`src/rtl/alu_seq_pkg.sv`:
```
// Shared op codes and FSM state type for the sequential ALU.
package alu_seq_pkg;

    localparam logic [3:0] OP_AND  = 4'b0000;
    localparam logic [3:0] OP_OR   = 4'b0001;
    localparam logic [3:0] OP_ADD  = 4'b0010;
    localparam logic [3:0] OP_SLT  = 4'b0011;
    localparam logic [3:0] OP_INV  = 4'b0100;
    localparam logic [3:0] OP_SUB  = OP_ADD | OP_INV;
    localparam logic [3:0] OP_MULU = 4'b1000;
    localparam logic [3:0] OP_MULS = 4'b1001;

    // f[INV_BIT] inverts B and supplies the carry-in for subtract/compare.
    localparam int INV_BIT = 2;

    typedef enum logic [1:0] {IDLE, BUSY, DONE} state_e;

endpackage

```
`src/rtl/alu_seq_core.sv`:
```
// Combinational single-cycle datapath: logic ops, add/subtract, signed set-less-than,
// plus carry and signed-overflow flags.
module alu_seq_core
    import alu_seq_pkg::*;
#(
    parameter int WIDTH = 32
) (
    input  logic [WIDTH-1:0] a,
    input  logic [WIDTH-1:0] b,
    input  logic [2:0]       f,
    output logic [WIDTH-1:0] y,
    output logic             carry,
    output logic             ovf
);

    logic [WIDTH-1:0] b_eff;
    logic [WIDTH:0]   sum;
    logic             ovf_add;

    always_comb begin
        b_eff   = f[INV_BIT] ? ~b : b;
        sum     = {1'b0, a} + {1'b0, b_eff} + {{WIDTH{1'b0}}, f[INV_BIT]};
        ovf_add = (a[WIDTH-1] == b_eff[WIDTH-1]) && (sum[WIDTH-1] != a[WIDTH-1]);

        // NOTE: every output gets a default before the case so no latch is inferred.
        y     = '0;
        carry = 1'b0;
        ovf   = 1'b0;
        case (f[1:0])
            OP_AND[1:0]: y = a & b_eff;
            OP_OR[1:0]:  y = a | b_eff;
            OP_ADD[1:0]: begin
                y     = sum[WIDTH-1:0];
                carry = sum[WIDTH];
                ovf   = ovf_add;
            end
            // Sign of the exact difference: raw sign bit corrected by overflow.
            OP_SLT[1:0]: y = {{(WIDTH-1){1'b0}}, sum[WIDTH-1] ^ ovf_add};
            default:     y = '0;
        endcase
    end

endmodule

```
`src/rtl/alu_seq.sv`:
```
// Handshaked ALU: single-cycle ops via alu_seq_core, unsigned/signed multiply by
// iterative shift-add over WIDTH cycles, registered result and flags.
module alu_seq
    import alu_seq_pkg::*;
#(
    parameter int WIDTH = 32
) (
    input  logic             clk,
    input  logic             rst_n,
    input  logic             in_valid,
    output logic             in_ready,
    input  logic [WIDTH-1:0] a,
    input  logic [WIDTH-1:0] b,
    input  logic [3:0]       f,
    output logic             out_valid,
    input  logic             out_ready,
    output logic [WIDTH-1:0] y,
    output logic [WIDTH-1:0] y_hi,
    output logic             zero,
    output logic             carry,
    output logic             ovf
);

    localparam int CW = $clog2(WIDTH + 1);
    localparam logic [CW-1:0] CNT_LOAD = CW'(WIDTH);
    localparam logic [CW-1:0] CNT_LAST = CW'(1);

    state_e             state_q, state_d;
    logic [CW-1:0]      cnt_q, cnt_d;
    logic [WIDTH-1:0]   mcand_q, mcand_d;
    logic [2*WIDTH-1:0] prod_q, prod_d;
    logic               neg_q, neg_d;
    logic               muls_q, muls_d;
    logic [WIDTH-1:0]   y_q, y_d, y_hi_q, y_hi_d;
    logic               zero_q, zero_d, carry_q, carry_d, ovf_q, ovf_d;

    logic [WIDTH-1:0]   core_y;
    logic               core_carry, core_ovf;
    logic [WIDTH:0]     acc;
    logic [2*WIDTH-1:0] prod_step, prod_fin;
    logic               a_neg, b_neg;

    alu_seq_core #(.WIDTH(WIDTH)) u_core (
        .a     (a),
        .b     (b),
        .f     (f[2:0]),
        .y     (core_y),
        .carry (core_carry),
        .ovf   (core_ovf)
    );

    assign in_ready  = rst_n && (state_q == IDLE);
    assign out_valid = (state_q == DONE);
    assign y         = y_q;
    assign y_hi      = y_hi_q;
    assign zero      = zero_q;
    assign carry     = carry_q;
    assign ovf       = ovf_q;

    always_comb begin
        state_d = state_q;
        cnt_d   = cnt_q;
        mcand_d = mcand_q;
        prod_d  = prod_q;
        neg_d   = neg_q;
        muls_d  = muls_q;
        y_d     = y_q;
        y_hi_d  = y_hi_q;
        zero_d  = zero_q;
        carry_d = carry_q;
        ovf_d   = ovf_q;

        // One shift-add step: conditionally add multiplicand into the high half, shift right.
        acc       = {1'b0, prod_q[2*WIDTH-1:WIDTH]} + (prod_q[0] ? {1'b0, mcand_q} : '0);
        prod_step = {acc, prod_q[WIDTH-1:1]};
        prod_fin  = neg_q ? (~prod_step + 1'b1) : prod_step;

        a_neg = (f == OP_MULS) && a[WIDTH-1];
        b_neg = (f == OP_MULS) && b[WIDTH-1];

        case (state_q)
            IDLE: begin
                if (in_valid) begin
                    if (f == OP_MULU || f == OP_MULS) begin
                        mcand_d = a_neg ? (~a + 1'b1) : a;
                        prod_d  = {{WIDTH{1'b0}}, (b_neg ? (~b + 1'b1) : b)};
                        neg_d   = a_neg ^ b_neg;
                        muls_d  = (f == OP_MULS);
                        cnt_d   = CNT_LOAD;
                        state_d = BUSY;
                    end else if (f[3]) begin
                        y_d     = '0;
                        y_hi_d  = '0;
                        zero_d  = 1'b1;
                        carry_d = 1'b0;
                        ovf_d   = 1'b0;
                        state_d = DONE;
                    end else begin
                        y_d     = core_y;
                        y_hi_d  = '0;
                        zero_d  = (core_y == '0);
                        carry_d = core_carry;
                        ovf_d   = core_ovf;
                        state_d = DONE;
                    end
                end
            end
            BUSY: begin
                prod_d = prod_step;
                cnt_d  = cnt_q - 1'b1;
                if (cnt_q == CNT_LAST) begin
                    y_d     = prod_fin[WIDTH-1:0];
                    y_hi_d  = prod_fin[2*WIDTH-1:WIDTH];
                    zero_d  = (prod_fin == '0);
                    carry_d = 1'b0;
                    ovf_d   = muls_q ? (prod_fin[2*WIDTH-1:WIDTH] != {WIDTH{prod_fin[WIDTH-1]}})
                                     : (prod_fin[2*WIDTH-1:WIDTH] != '0);
                    state_d = DONE;
                end
            end
            DONE: begin
                if (out_ready) state_d = IDLE;
            end
            default: state_d = IDLE;
        endcase
    end

    // NOTE: sequential state uses non-blocking assignments so all flops update together.
    always_ff @(posedge clk) begin
        if (!rst_n) begin
            state_q <= IDLE;
            cnt_q   <= '0;
            mcand_q <= '0;
            prod_q  <= '0;
            neg_q   <= 1'b0;
            muls_q  <= 1'b0;
            y_q     <= '0;
            y_hi_q  <= '0;
            zero_q  <= 1'b0;
            carry_q <= 1'b0;
            ovf_q   <= 1'b0;
        end else begin
            state_q <= state_d;
            cnt_q   <= cnt_d;
            mcand_q <= mcand_d;
            prod_q  <= prod_d;
            neg_q   <= neg_d;
            muls_q  <= muls_d;
            y_q     <= y_d;
            y_hi_q  <= y_hi_d;
            zero_q  <= zero_d;
            carry_q <= carry_d;
            ovf_q   <= ovf_d;
        end
    end

endmodule

```
`config.mk`:
```
export PLATFORM = sky130hd
export DESIGN_NAME = alu_seq
export DESIGN_NICKNAME = d
export VERILOG_FILES = /design/src/rtl/alu_seq_pkg.sv /design/src/rtl/alu_seq_core.sv /design/src/rtl/alu_seq.sv
export SDC_FILE = /design/constraint.sdc
export NUM_CORES = 1
export LEC_CHECK = 0
export ABC_AREA = 0
export CAP_MARGIN = 25
export CELL_PAD_IN_SITES_DETAIL_PLACEMENT = 1
export CELL_PAD_IN_SITES_GLOBAL_PLACEMENT = 2
export CORE_ASPECT_RATIO = 0.8
export CORE_UTILIZATION = 31
export DETAILED_ROUTE_END_ITERATION = 8
export PLACE_DENSITY_LB_ADDON = 0.1
export SYNTH_ARGS = -nofsm -noshare
export SYNTH_HDL_FRONTEND = slang
export SYNTH_SLANG_ARGS = --single-unit
```
`constraint.sdc`:
```
create_clock -name clk -period 4.7 [get_ports clk]
set_clock_uncertainty 0.1 [all_clocks]
set_input_delay 0.47 -clock clk [delete_from_list [all_inputs] [get_ports clk]]
set_output_delay 0.47 -clock clk [all_outputs]
set_load 0.01 [all_outputs]
```
==> results by group <==
Outcome
  – Run status: complete, but fails checks
  – Failing checks: setup timing

Floorplanning
  – Initial Util: 0.317
  – Die Width: around 260 um
  – Die footprint: about 52000 um^2
  – Core area: approximately 50000 um^2
  – Ports: 141
  – Die Y: slightly above 200 um
  – Std cell rows: 73

Synthesis
  – Yosys cell types: 94
  – Ys async rst share: 0
  – Ys Warns: 0
  – Yosys reg bits: between 150 and 200
  – Post-synth EDFFs: 0
  – Mapped Cells: ~2200
  – Sequential area share after synthesis: 0.217
  – Post-synth top flop: dfxtp_1
  – Synthesized area: between 15000 and 20000 um^2
  – Synthesized area per cell: about 7.3 um^2
  – Post-Synthesis Net Count: between 2000 and 2500

Flow run
  – MaxCap Viol Count: 0

Worst setup path
  – Slowest stage cell, crit path: or4_4
  – CP delay by family, top: simple AND/OR/NAND/NOR gates
  – Crit path buf inv count: 0
  – CP peak stage delay: 0.55 ns
  – Startpoint types: flop
  – CP arrival: about 5.2 ns
  – Critical Path Fanout Max: 8
  – Critical Path, Cell by Cell: and2_4 > ha_4 > fa_2 > a211oi_4 > nor4_4 > o31a_1 > or4_4 > a32oi_2 > or4b_4 > or4_4 > o31ai_4 > xnor2_2 > or4b_4 > a211oi_2 > a211oi_2
  – Required time worst endpoint: a little under 5 ns
  – Crit Path Class: flop to flop
  – Worst Setup End Kind: flop

Clock network
  – TritonCTS clock tree: built
  – Worst skew pair latency: between 0.4 and 0.5 ns
  – Num CTS Buffers: 17
  – H-tree depth reported by CTS: 4
  – Clock Path Buffers: 2
  – # hold bufs at CTS: 0
  – Clk sink count: about 170
  – Worst-path clk slew: 0.08 ns
  – CTS root buf: clkbuf_16

Timing
  – Final period util: 1.06
  – Final setup vio count: 3
  – PnR worst setup slack: -0.264 ns
  – Worst Max-Slew Pin Slew: between 0.9 and 1 ns
  – Minimum clock period: ~5.0 ns
  – Hold WS: ~0.36 ns
  – Final Hold Fails: 0
  – Worst rel slew slack: 0.333
  – FMAX: 0.201 GHz
  – RSZ-0062 raised after global routing: yes
  – Fin. max-slew vios: 0

Cells and area
  – Fin area: about 23000 um^2
  – Ant diodes: 0
  – Area Overhead vs Synth: 41.8%
  – Non-filler cells, final: 3374
  – FILL cells: around 6000
  – Share of cells above drive strength 1: 0.247
  – Nets: around 2900

Global route
  – First-pass GRT wire length: about 120000 um
  – Vias in the first global route: ~19000
  – Total GRT Usage: 0.285
  – Initial antenna violation count: 0
  – GR Overflow Total: 0
  – Pin count of the biggest net entering global routing: 165

Drt
  – Final antenna-violating net count: 0
  – Drt wl/cell: 22.4 um
  – Final WL: between 70000 and 80000 um
  – 1st-pass router iterations: 5
  – DR vias/cell: between 5 and 6
  – Iter 0 DRT Violations: ~1100
  – # DRC: 0
  – Total number of vias: approximately 19000

Place
  – Placed cell area: about 21000 um^2
  – Cell Count Post-Placement: approximately 3300
  – Post-DP HPWL: approximately 61000 um
  – Routability-driven placement congestion ratio: around 0.9
  – Port Buf Inserts: 140

Hold path
  – Worst hold path type: flop to flop

Power
  – Total Power: between 4 and 5 mW
  – Max IR drop VDD: ~0.00024 V
  – Lkg Pwr: between 9 and 10 nW
  – PwrDens: about 210 nW/um^2
[final timing paths]
| path | cells after the start | slack [ns] | end | startpoint |
|---|---|---|---|---|
| setup / recovery | 15 | -0.26 | ovf$_SDFFE_PN0P_ | prod_q[0]$_SDFFE_PN0P_ |
| hold / removal | 2 | 0.36 | carry$_SDFFE_PN0P_ | carry$_SDFFE_PN0P_ |
| setup reg to reg | 15 | -0.26 | ovf$_SDFFE_PN0P_ | prod_q[0]$_SDFFE_PN0P_ |
| hold reg to reg | 2 | 0.36 | carry$_SDFFE_PN0P_ | carry$_SDFFE_PN0P_ |
[metal layers]
| metal | vias to the layer above | GRT usage | wire, um |
|---|---|---|---|
| met1 | 9265 | 0.370 | 34600 |
| met5 | - | 0 | 0 |
| met3 | 80 | 0.0264 | 2590 |
| li1 | 8910 | - | - |
| met4 | 0 | 0.0753 | 1990 |
| met2 | 372 | 0.503 | 36400 |
[registers in the layout, summed over array words and instances (netlist names)]
| name | count |
|---|---|
| prod_q | 64 |
| mcand_q | 32 |
| y | 32 |
| y_hi | 32 |
| cnt_q | 6 |
| state_q | 2 |
| carry | 1 |
| muls_q | 1 |
| neg_q | 1 |
| ovf | 1 |
| zero | 1 |
[cell families (layout without fill, tap and decap cells)]
logic type	Yosys count	in the layout	share of synthesized area
AND/OR/NAND/NOR	792	792	0.238
AO/OA/AOI/OAI	670	670	0.286
buffers and inverters	243	755	0.0622
XOR/XNOR	189	189	0.104
flip-flops	173	173	0.217
adder cells (fa/ha/maj)	104	104	0.0826
multiplexers	16	16	0.0105
[cells in the final DEF (no fill, tap or decap), types with 7 or more instances in the layout]
cell / count
a211oi_1: 80
a21o_1: 42
a21oi_1: 153
a21oi_2: 7
a221oi_1: 13
a22oi_1: 46
a311oi_1: 9
a31oi_1: 26
and2_1: 42
and3_1: 21
buf_4: 479
clkbuf_16: 19
clkdlybuf4s50_1: 136
dfxtp_1: 171
ha_1: 92
ha_4: 8
inv_1: 92
mux2i_1: 10
nand2_1: 141
nand2b_1: 10
nand3_1: 37
nand4_1: 22
nor2_1: 332
nor2b_1: 10
nor3_1: 37
nor4_1: 16
o211ai_1: 9
o21a_1: 12
o21ai_0: 94
o21ai_1: 10
o21bai_1: 7
o221ai_1: 15
o22ai_1: 11
o31ai_1: 25
o41ai_1: 8
or2_2: 11
or3_1: 28
or4_1: 11
xnor2_1: 87
xor2_1: 97
[area by class of cell]
type	count	area, um^2	area share
timing repair buffer	630	5180	0.229
sequential	173	3470	0.154
inverter	94	358	0.0158
clock buffer	19	443	0.0196
clock inverter	12	150	0.00665
multi-input combinational	1771	12100	0.538
tap	675	845	0.0374
[what timing repair did]
item,CTS,global route
pin swaps,27,30
setup endpoints to repair,6,9
setup buffers,12,10
resized for setup,64,62
gates cloned,0,2
[worst register-to-register path, stage by stage (launching register included)]
cell and delay (ns):
dfxtp_4 0.40, and2_4 0.18, ha_4 0.15, fa_2 0.39, a211oi_4 0.32, nor4_4 0.09
o31a_1 0.30, or4_4 0.44, a32oi_2 0.22, or4b_4 0.50, or4_4 0.55, o31ai_4 0.29
xnor2_2 0.12, or4b_4 0.49, a211oi_2 0.22, a211oi_2 0.09
[synthesized netlist by cell type (47+ instances only)]
| cell | number | area [um^2] |
|---|---|---|
| inv_1 | 94 | 353 |
| ha_1 | 102 | 1280 |
| a21oi_1 | 160 | 801 |
| clkbuf_1 | 124 | 465 |
| xor2_1 | 98 | 858 |
| nand2_1 | 141 | 529 |
| and2_1 | 47 | 294 |
| dfxtp_1 | 173 | 3460 |
| a22oi_1 | 47 | 353 |
| xnor2_1 | 91 | 797 |
| nor2_1 | 335 | 1260 |
| o21ai_0 | 106 | 531 |
| a211oi_1 | 84 | 631 |
[stage by stage]
step	worst slack (ns)	utilization	TNS, ns
final	-0.264	0.450	-0.555
after global routing	-0.437	0.450	-1.09
after CTS	-0.274	0.441	-0.511
after detailed placement	-0.743	0.421	-2.95
after global placement	-0.575	0.421	-1.45
after floorplan	-0.0941	-	-0.0941
[power by group]
group | internal [mW] | switching (mW)
Clock | 0.813 | 0.704
Combinational | 0.803 | 0.978
Sequential | 1.51 | 0.0399
Note: power is estimated with default switching activity, not from simulation.
==> RTL change 1, RTL diff (same settings) <==
Reset style: asynchronous (`rst_n`), changed in one clocked block.
--- a/src/rtl/alu_seq.sv
+++ b/src/rtl/alu_seq.sv
@@ -126,7 +126,7 @@
     end
 
     // NOTE: sequential state uses non-blocking assignments so all flops update together.
-    always_ff @(posedge clk) begin
+    always_ff @(posedge clk or negedge rst_n) begin
         if (!rst_n) begin
             state_q <= IDLE;
             cnt_q   <= '0;
Formal check against the unedited RTL: differs if rst_n is asserted again (counterexample within 4 cycles, from zero or initial values and one cycle with rst_n low); with rst_n held inactive, the same outputs for 4 cycles.
==> RTL change 1 against the original RTL <==
The flow still finishes with violations (negative setup slack). Setup slack got worse by 0.20 ns. Synthesized cell count is 7.5% lower. Final area fell by 0.97%. Sequential cell count unchanged. Wire length fell by 1.3%. Die area down 0.69%. Area after synthesis shrank 0.70%. Highest routed layer is now met5.
Power is not compared: it rests on default switching activity, and its combinational part moved more than twofold at a synthesized area within 25%.
==> RTL change 1: results (changes against the original RTL) <==
stage;metric;value;unit;change
placement;PortBufs;140;;unchanged
run_status;outcome;complete, but fails checks;;
timing;Worst Max-Slew Pin Slew;0.915;ns;-0.0832 ns
synth;Synth cell types;79;;-16%
layout;Final Net Count;2724;;-4.9%
global_route;initial antenna violation count;7;;+7
pwr;Max VDD drop;0.265;mV;
synth;dominant synthesized flop cell;dfrtp_1;;
pwr;static leakage power;9.87;nW;
layout;share of cells above drive strength 1;24.0;%;-0.73 points
worst_setup_path;delay-heaviest family, CP;compound AO/OA/AOI/OAI gates;;
synth;sequential area share after synthesis;27.4;%;+5.6 points
placement;DP Worst Slack;-0.969;ns;-0.225 ns
synth;most instantiated cells after synthesis;nand2_1, o21ai_0, dfrtp_1;;
worst_setup_path;Worst Path Max Fanout;6;;-2
placement;DP HPWL;61.5;mm;+1.3%
global_route;first-pass GRT wire length;111;mm;-3.6%
global_route;GRT Overall Usage;28.9;%;+0.41 points
synth;Mapped Nets;2198;;-7.0%
placement;gpl congestion;0.921;;-0.69%
cts;maximum clock path buffer count;2;;unchanged
synth;Ys Warns;0;;unchanged
layout;fillers;6124;;-0.31%
route;WL final;74.6;mm;-1.3%
run_status;failing checks;negative setup slack;;
route;vias per std cell;5.40;;-2.3%
timing;Setup TNS;-0.724;ns;-0.169 ns
global_route;pin count of the biggest net entering global routing;68;;-59%
cts;Clock Latency Late Sink;0.49;ns;+0.02 ns
timing;Setup WS post-layout;-0.462;ns;-0.198 ns
layout;Most flops, register;prod_q;;
hold_path;Hold WC Path Type;primary input to async pin;;
synth;synth top area cells;dfrtp_1, ha_1, o21ai_0;;
synth;share of flip-flops with an asynchronous set or reset;100;%;+100 points
timing;Finish-stage setup viols;2;;-1
route;drt initial violations;1321;;+22%
RTL change 1: changes by cell type after synthesis, sizes merged, moves of 65 or more:
cell    unedited run  this run
a211oi            86        20
nor2             335       139
dfrtp              0       173
dfxtp            173         0
nand2            141       206
o21ai            107       205
RTL change 1: power groups by stage:
stage | registers (mW) | clock network, mW | logic [mW]
after floorplan | 2.39 | 0 | 4.63
after global placement | 2.45 | 0 | 9.38
after detailed placement | 2.47 | 0 | 9.54
after CTS | 2.46 | 1.55 | 9.81
after global routing | 2.53 | 1.60 | 11.1
final | 2.47 | 1.51 | 10.3
RTL change 1: path summary, 6_finish.rpt:
| path | start | to | slack, ns | depth (start not counted) |
|---|---|---|---|---|
| worst max-delay path | prod_q[0] | ovf | -0.46 | 19 |
| worst min-delay path | rst_n | y_hi[5] | 0.37 | 2 |
| worst max register to register | prod_q[0] | ovf | -0.46 | 19 |
| worst min register to register | mcand_q[31] | mcand_q[31] | 0.38 | 2 |
| max in group asynchronous | rst_n | mcand_q[3] | 2.63 | 4 |
| min in group clk | mcand_q[31] | mcand_q[31] | 0.38 | 2 |
RTL change 1: through the flow:
step	instances	instance area (um2)
after floorplan	2022	15900
after global placement	3186	21300
after detailed placement	3186	21300
after CTS	3228	22100
after global routing	3235	22400
final	3236	22400
RTL change 1: repair_timing:
action,CTS,global route
buffers inserted,10,7
pin swaps,21,27
gates resized for setup,32,47
endpoints found under the setup margin,7,6
hold endpoints to repair,37,0
hold buffers,1,0
cloned,0,0
RTL change 1: kinds of logic after synthesis:
group / after synthesis / share of synthesized area [%]
AO/OA/AOI/OAI: 665 / 27.0
AND/OR/NAND/NOR: 659 / 20.6
buffers and inverters: 213 / 5.12
XOR/XNOR: 196 / 10.8
flip-flops: 173 / 27.4
adder cells (fa/ha/maj): 104 / 8.32
multiplexers: 12 / 0.791
RTL change 1: layout make-up:
| type | count | area, um2 | area share, % |
|---|---|---|---|
| Sequential cell | 173 | 4330 | 19.4 |
| Clock buffer | 19 | 443 | 1.98 |
| Clock inverter | 12 | 155 | 0.694 |
| Tap cell | 675 | 845 | 3.78 |
| Timing Repair Buffer | 625 | 5060 | 22.6 |
| Antenna cell | 1 | 2.50 | 0.0112 |
| Multi-Input combinational cell | 1636 | 11200 | 49.9 |
| Inverter | 95 | 357 | 1.59 |
RTL change 1: worst register-to-register path: cells and delay by family (launching register included):
family | cells | cell delay [ns]
DFF | 1 | 0.44
AOI/OAI and AO/OA | 8 | 1.64
adders and majority gates | 2 | 0.52
and+or+nand+nor | 5 | 1.62
buffers and inverters | 3 | 0.52
xor gates and xnor gates | 1 | 0.22
RTL change 1: per-layer routing:
layer	part of all wire, %	up-vias	global-route usage (%)
met2	39	433	39.5
met5	0.017	-	0
met3	6.0	57	5.40
met4	1.4	2	6.05
met1	53	8600	45.8
li1	-	8371	-
==> RTL change 2, RTL diff (same flow settings) <==
Made on the original files. `WIDTH` is set to 32 in 2 places; all go to 16.
--- a/src/rtl/alu_seq_core.sv
+++ b/src/rtl/alu_seq_core.sv
@@ -3,7 +3,7 @@
 module alu_seq_core
     import alu_seq_pkg::*;
 #(
-    parameter int WIDTH = 32
+    parameter int WIDTH = 16
 ) (
     input  logic [WIDTH-1:0] a,
     input  logic [WIDTH-1:0] b,
--- a/src/rtl/alu_seq.sv
+++ b/src/rtl/alu_seq.sv
@@ -3,7 +3,7 @@
 module alu_seq
     import alu_seq_pkg::*;
 #(
-    parameter int WIDTH = 32
+    parameter int WIDTH = 16
 ) (
     input  logic             clk,
     input  logic             rst_n,
Ports: changed (resized a, b, y and y_hi); port bits go from 141 to 77. The function was not compared with the original's and may differ.
==> RTL change 2 against the original RTL <==
Utilization shrank 7.1 points. Power shrank 54%. Die area shrank 49%. Via count shrank 57%. Area after synthesis shrank 49%. Final cell count shrank 56%. First-iteration DRC count shrank 56%. Sequential cell count shrank 81. Non-clock buffer count shrank 516. Wire length shrank 59%. Setup slack gained 0.54 ns. Combinational power shrank 62%. Final area shrank 57%. Largest power group is now registers. Highest routed layer unchanged.
==> RTL change 2: results (changes against the original RTL) <==
stage;metric;value;unit;change
run_status;outcome;completed;;
pwr;internal power;1.47;mW;-53%
layout;max reg flops;32;;-50%
layout;fillers;3134;;-49%
timing;Hold Slack;0.377;ns;+0.0183 ns
worst_setup_path;CP arrival;4.61;ns;-0.61 ns
synth;compound-gate portion of the synthesized area;26.6;%;-2.0 points
layout;share of cells above drive strength 1;8.10;%;-17 points
layout;Non-clk bufs;114;;-82%
pwr;static leakage power;4.01;nW;-59%
cts;htree depth;3;;-1
synth;most instantiated cells after synthesis;nand2_1, dfxtp_1, nor2_1;;
placement;DP HPWL;24.0;mm;-60%
synth;Syn Inst Count;1061;;-51%
synth;Mapped Nets;1157;;-51%
cts;Post CTS Setup Buffer Count;0;;-12
route;WL final;30.8;mm;-59%
synth;synth top area cells;dfxtp_1, ha_1, xor2_1;;
cts;Clock Latency Late Sink;0.37;ns;-0.10 ns
layout;comb_multi_in;850;;-52%
synth;Synth cell types;75;;-20%
timing;Worst Max-Slew Pin Slew;0.842;ns;-0.157 ns
pwr;P_seq;0.832;mW;-46%
layout;area share of buffers outside the clock network;10.8;%;-12 points
cts;clock sink total;92;;-47%
synth;Synth Area in Adders;8.82;%;+0.56 points
worst_setup_path;FF-to-FF End;zero;;
hold_path;Min-Delay Endpoint;mcand_q[15];;
placement;DP Area;9340;um2;-56%
global_route;vias in the first global route;7861;;-59%
global_route;first-pass GRT wire length;47.8;mm;-59%
cts;Resized Gates After CTS;0;;-100%
hold_path;Hold Startpoint;mcand_q[15];;
layout;CLK BUF;12;;-7
timing;min Tclk post-route;4.43;ns;-0.538 ns
synth;sequential area share after synthesis;22.7;%;+0.96 points
route;vias;8042;;-57%
cts;cts bufs inserted;9;;-8
layout;Inverters;51;;-46%
synth;XOR/XNOR Fraction of Synth Area;10.5;%;+0.065 points
pwr;sw frac;34.2;%;-1.3 points
global_route;pin count of the biggest net entering global routing;95;;-42%
synth;mux contribution to synthesized area;0.910;%;-0.14 points
placement;DP Worst Slack;0.0615;ns;+0.805 ns
layout;Layout clock area frac;2.89;%;+0.27 points
pwr;Max VDD drop;0.150;mV;-36%
route;drt initial violations;473;;-56%
timing;Finish-stage setup viols;0;;-3
worst_setup_path;slowest stage delay, CP;0.59;ns;+0.04 ns
layout;Final Util;37.8;%;-7.1 points
worst_setup_path;Worst R2R Setup Slack;0.27;ns;+0.54 ns
placement;gpl congestion;0.850;;-8.3%
worst_setup_path;Worst Path Max Fanout;17;;+9
worst_setup_path;Reg2Reg Depth;13;;-2
worst_setup_path;Max stage delay cell, worst path;fa_1;;
pwr;Comb power;0.678;mW;-62%
[RTL change 2: cell types whose count changed in the layout (fill, tap and decap cells not counted), moves of 44 or more]
| cell | before | now |
|---|---|---|
| buf_4 | 479 | 38 |
| nor2_1 | 332 | 74 |
| a21oi_1 | 153 | 52 |
| dfxtp_1 | 171 | 91 |
| a211oi_1 | 80 | 12 |
| clkdlybuf4s50_1 | 136 | 75 |
| xor2_1 | 97 | 48 |
| nand2_1 | 141 | 94 |
| o21ai_0 | 94 | 50 |
[RTL change 2: worst reg2reg max path, cell delays in order, from the launching register on]
cell      delay (ns)
dfxtp_4         0.39
and2_1          0.18
ha_1            0.21
fa_1            0.59
nor4_4          0.33
o221ai_2        0.19
nor4_4          0.33
nand3_2         0.16
or4_1           0.48
o31ai_2         0.25
xnor2_1         0.24
nand3_1         0.21
or4_1           0.51
a31oi_1         0.18
[RTL change 2: per-layer routing]
metal,wire (um),GRT usage (%)
met1,17200,37.3
met2,12000,32.0
met3,1340,3.79
met4,235,3.88
met5,0,0
